`src/rtl/rx_deframe_fifo.sv`:
```
// Receive deframer: decodes start/data/parity/stop frames and buffers data plus
// error flags in a small FIFO with registered head outputs and a sticky overrun flag.
module rx_deframe_fifo #(
  parameter int DATA_W  = 8,
  parameter int DEPTH   = 4,
  parameter int FRAME_W = DATA_W + 4
) (
  input  logic                   Clk,
  input  logic                   ResetN,
  input  logic                   FrameValid,
  input  logic [FRAME_W-1:0]     FrameIn,
  input  logic [1:0]             DataLength,
  input  logic [1:0]             ParityType,
  input  logic                   StopBits,
  input  logic                   RxReady,
  input  logic                   ClearOverrun,
  output logic                   RxValid,
  output logic [DATA_W-1:0]      RxData,
  output logic                   RxParityErr,
  output logic                   RxFrameErr,
  output logic                   Overrun,
  output logic [$clog2(DEPTH):0] Count
);

  localparam int AW = $clog2(DEPTH);
  localparam int CW = AW + 1;
  localparam int EW = DATA_W + 2;
  localparam logic [CW-1:0] DEPTH_C = CW'(DEPTH);

  // Bit select at a run-time position; positions past the frame read as 0.
  function automatic logic frameBit(input logic [FRAME_W-1:0] frame, input int idx);
    logic b;
    b = 1'b0;
    for (int i = 0; i < FRAME_W; i++) begin
      if (i == idx) b = frame[i];
    end
    return b;
  endfunction

  function automatic logic parityOf(input logic [DATA_W-1:0] data, input logic parBit);
    return (^data) ^ parBit;
  endfunction

  logic [EW-1:0]     mem [DEPTH];
  logic [AW-1:0]     wrPtr, rdPtr, nextRd;
  logic [CW-1:0]     nextCount;
  logic [EW-1:0]     newEntry, nextHead;
  logic [DATA_W-1:0] decData;
  logic              parEn, parBit, stop1, stop2, parErr, frmErr;
  logic              full, push, pop, drop, nextValid, nextOverrun;
  int                rawLen, effLen, parIdx, stopIdx;

  // Frame decode: data extraction, parity and start/stop checks from live config.
  always_comb begin
    rawLen  = 32'sd5 + int'(DataLength);
    effLen  = (rawLen > DATA_W) ? DATA_W : rawLen;
    parEn   = (ParityType == 2'b01) || (ParityType == 2'b10);
    decData = '0;
    for (int i = 0; i < DATA_W; i++) begin
      decData[i] = (i < effLen) ? FrameIn[i+1] : 1'b0;
    end
    parIdx  = effLen + 32'sd1;
    stopIdx = parEn ? effLen + 32'sd2 : effLen + 32'sd1;
    parBit  = frameBit(FrameIn, parIdx);
    stop1   = frameBit(FrameIn, stopIdx);
    stop2   = frameBit(FrameIn, stopIdx + 32'sd1);
    case (ParityType)
      2'b01:   parErr = ~parityOf(decData, parBit);
      2'b10:   parErr = parityOf(decData, parBit);
      default: parErr = 1'b0;
    endcase
    frmErr   = FrameIn[0] | ~stop1 | (StopBits & ~stop2);
    newEntry = {frmErr, parErr, decData};
  end

  // FIFO control and next head entry (bypasses the write when it lands at the head).
  always_comb begin
    full  = (Count == DEPTH_C);
    pop   = (Count != '0) & RxReady;
    push  = FrameValid & (~full | pop);
    drop  = FrameValid & full & ~pop;
    nextRd = pop ? rdPtr + AW'(1) : rdPtr;
    case ({push, pop})
      2'b10:   nextCount = Count + CW'(1);
      2'b01:   nextCount = Count - CW'(1);
      default: nextCount = Count;
    endcase
    nextOverrun = drop | (Overrun & ~ClearOverrun);
    nextValid   = (nextCount != '0);
    if (push && (nextRd == wrPtr)) begin
      nextHead = newEntry;
    end else begin
      nextHead = mem[nextRd];
    end
  end

  // Pointers, occupancy, sticky overrun and registered head outputs.
  always_ff @(posedge Clk or negedge ResetN) begin
    if (!ResetN) begin
      wrPtr       <= '0;
      rdPtr       <= '0;
      Count       <= '0;
      Overrun     <= 1'b0;
      RxValid     <= 1'b0;
      RxData      <= '0;
      RxParityErr <= 1'b0;
      RxFrameErr  <= 1'b0;
    end else begin
      if (push) wrPtr <= wrPtr + AW'(1);
      rdPtr       <= nextRd;
      Count       <= nextCount;
      Overrun     <= nextOverrun;
      RxValid     <= nextValid;
      RxData      <= nextValid ? nextHead[DATA_W-1:0] : '0;
      RxParityErr <= nextValid & nextHead[DATA_W];
      RxFrameErr  <= nextValid & nextHead[DATA_W+1];
    end
  end

  // Entry storage; contents are only observed through the valid-masked head.
  always_ff @(posedge Clk) begin
    if (push) mem[wrPtr] <= newEntry;
  end

endmodule
```
`config.mk`:
```
export PLATFORM = sky130hd
export DESIGN_NAME = rx_deframe_fifo
export DESIGN_NICKNAME = d
export VERILOG_FILES = /design/src/rtl/rx_deframe_fifo.sv
export SDC_FILE = /design/constraint.sdc
export NUM_CORES = 1
export LEC_CHECK = 0
export ABC_AREA = 1
export BUFFER_PORTS_ARGS = -buffer_cell sky130_fd_sc_hd__buf_2
export CAP_MARGIN = 20
export CORE_AREA = 2 2 95 97
export DETAILED_ROUTE_END_ITERATION = 16
export DIE_AREA = 0 0 97 99
export PLACE_DENSITY_LB_ADDON = 0.05
export SYNTH_ARGS = -nofsm -noshare
export SYNTH_HDL_FRONTEND = slang
export SYNTH_SLANG_ARGS = --single-unit
```
`constraint.sdc`:
```
create_clock -name Clk -period 3.82 [get_ports Clk]
set_clock_uncertainty 0.05 [all_clocks]
set_input_delay 0.764 -clock Clk [delete_from_list [all_inputs] [get_ports Clk]]
set_output_delay 0.764 -clock Clk [all_outputs]
set_load 0.02 [all_outputs]
```
==> flow_summary.ini <==
[outcome]
outcome = complete, no violations

[placed_design]
postPlaceCellArea_um2 = 3699
post-dp-hpwl_mm = 5.742
pre_cts_ws_ps = 505.5
io_buffer_count = 36
place_congestion = 0.9862

[setup_path]
r2r_start = Count[1]
slowest_stage = ha_1
critPathMaxFanout = 8
arrival_ps = 3190
worstSetupEndpointType = flip-flop
path_class = in2reg
crit_family = simple AND/OR/NAND/NOR gates
startpoint = DataLength[0]
worstPathCellList = buf_2 > inv_1 > ha_1 > inv_2 > ha_1 > o21ai_4 > nand2_2 > nor2_1 > a21oi_1 > nand4_1 > nand2_1 > nand2_1 > nand2_1 > nand3_1 > nand3_1 > nor2_1 > nor2_1
worstSetupStartpointType = input pin
critPathBufInv = 3
slowest_delay_ps = 360
cp_data_required_time_ps = 3990

[die]
io_pins = 37
die_w_um = 97
core_um2 = 8551
die_y_um = 99
start_util_pct = 39.48
rows = 34
die_area_um2 = 9603

[logic_synthesis]
synthCells = 367
synth_edf_count = 40
ys_top_cells_by_area = edfxtp_1 36%, dfrtp_1 14%, nand2_1 7.2%, ha_1 5.9%, inv_1 4.8%
ys_top_cells_by_count = 65 x nand2_1, 43 x inv_1, 43 x nor2_1
synth_seq_cells = 59
synth-async-reset-ratio_pct = 32.20
synthFlopType = edfxtp_1
yosysUniqueCellTypes = 40
yosysTopAreaCellShare_pct = 35.58
syn_area_um2 = 3376
yosys.area.top_type = edfxtp_1
avgSynthCellArea_um2 = 9.198
synth_nets = 406
yosysSeqAreaShare_pct = 49.67
yosysMostFrequentCell = nand2_1
yosys_warnings = 0

[detailed_routing]
drtIter0Drc = 127
num_vias = 2629
viasPerCell = 4.998
final_antenna_net_count = 0
drt-pass1-iter-count = 5
finalWirelength_mm = 8.013
wire_per_inst_um = 15.23
drc = 0

[clock_network]
clockBufferDepth = 2
ctsResizeCount = 0
clock_latency_ps = 340
cts_buffers = 9
ctsHoldBuffers = 0
post_cts_buffers = 0
htreeDepth = 3
cts-root-buf = clkbuf_8
tritoncts = done
clk_pin_slew_worst_paths_ps = 70
cts.sinks = 59

[power]
leakage_nw = 1.729
powerDensity_nw_per_um2 = 732.5
ir_drop_v = 0.0002543
finalPower_w = 0.002857

[sta]
whs_ps = 319.9
rsz0062_at_grt = false
worst_pin_slew_ps = 466.0
setup_tns_ps = 0
drv_slew = 0
post-route-period-util_pct = 79.02
max_clock_freq_ghz = 0.3313
relSlewSlack_pct = 68.93
final-hold-violation-count = 0
setup_ws_ps = 801.5
setup_viol = 0
period_needed_ps = 3018

[final_layout]
seq_area_um2 = 1677
nets = 452
drive_above_1_share_pct = 20.81
fillCellCount = 837
design_area_um2 = 3900
diodes = 0
multi_input_area_um2 = 1459
area_growth_pct = 15.53

[global_routing]
grt_pass1_wl_mm = 13.32
grt_use_total_pct = 17.74
grt_pass1_vias = 2682
grt_max_degree = 22
grt-ovfl-total = 0
antenna_found_initial = 0

[job]
maxCapViolations = 0

[hold_path]
hold_class = in2async
[state kept, by name (all words and copies together) (netlist names)]
| register | flops |
|---|---|
| Overrun | 1 |
| mem | 40 |
| RxData | 8 |
| RxFrameErr | 1 |
| RxParityErr | 1 |
| rdPtr | 2 |
| wrPtr | 2 |
| RxValid | 1 |
| Count | 3 |
[placed cells by master, fill, tap and decap left out, types with 4 or more instances in the layout]
cell	synthesis	final
clkbuf_8	0	10
nand2_1	65	65
a21oi_1	16	16
edfxtp_1	40	40
a211oi_1	5	5
nand2_2	7	7
nor3_1	8	8
buf_2	6	36
inv_1	43	43
dfrtp_1	19	19
nand4_1	4	4
ha_1	16	16
xor2_1	6	6
xnor2_1	5	5
nor2_1	43	43
o21ai_0	25	25
nand3_1	18	18
inv_2	8	8
buf_4	0	7
o221a_1	4	4
[worst paths after layout]
path	to	slack (ps)	depth (start not counted)
max	RxFrameErr	800	17
max reg2reg	RxData[5]	970	14
min	Overrun	320	1
min reg2reg	Overrun	500	2
max in group asynchronous	RxData[0]	3070	1
min in group Clk	Overrun	500	2
[power by group]
group	total, W	internal (W)	switching, W	leakage (nW)
logic	0.00131	0.000469	0.000837	1.04
clock network	0.000584	0.000319	0.000265	0.0987
registers	0.000967	0.000893	0.0000739	0.593
[kinds of logic (layout without fill, tap and decap cells)]
kind of cell             count (synthesis)  in the layout  share of synthesized area, %
AO/OA/AOI/OAI                           64             64                         12.16
XOR/XNOR                                13             13                         4.151
adder cells (fa/ha/maj)                 17             17                         6.523
buffers and inverters                   60            111                         7.116
flip-flops                              59             59                         49.67
AND/OR/NAND/NOR                        154            154                         20.39
[worst register-to-register path, stage by stage, from the launching register on]
cell     delay, ps
dfrtp_1        410
nor2_2         180
nand3_1        110
nand2_1        260
ha_1           200
inv_1           70
fa_1           380
a21oi_1        140
o21ai_0        100
xor2_1         180
nor3_1          70
buf_4          170
inv_1          150
o21ai_0        120
a31oi_1        160
[per-stage QoR]
stage | instances | utilization [%]
floorplan | 367 | -
global placement | 510 | 43.25
detailed placement | 510 | 43.25
CTS | 526 | 45.61
global route | 526 | 45.61
finish | 526 | 45.61
[layout make-up]
| cell class | count | area share, % |
|---|---|---|
| clock buffer | 10 | 3.529 |
| clock inverter | 6 | 1.636 |
| inverter | 52 | 5.005 |
| multi-input combinational | 248 | 37.41 |
| sequential | 59 | 42.99 |
| tap | 108 | 3.465 |
| timing repair buffer | 43 | 5.967 |
[layer usage]
layer	wire length (um)	vias up	GRT usage, %
met5	0	-	0
met4	99	0	6.176
met3	318	8	3.759
met2	3789	62	29.43
met1	3805	1245	23.16
li1	-	1314	-
(Power assumes the default switching activity.)
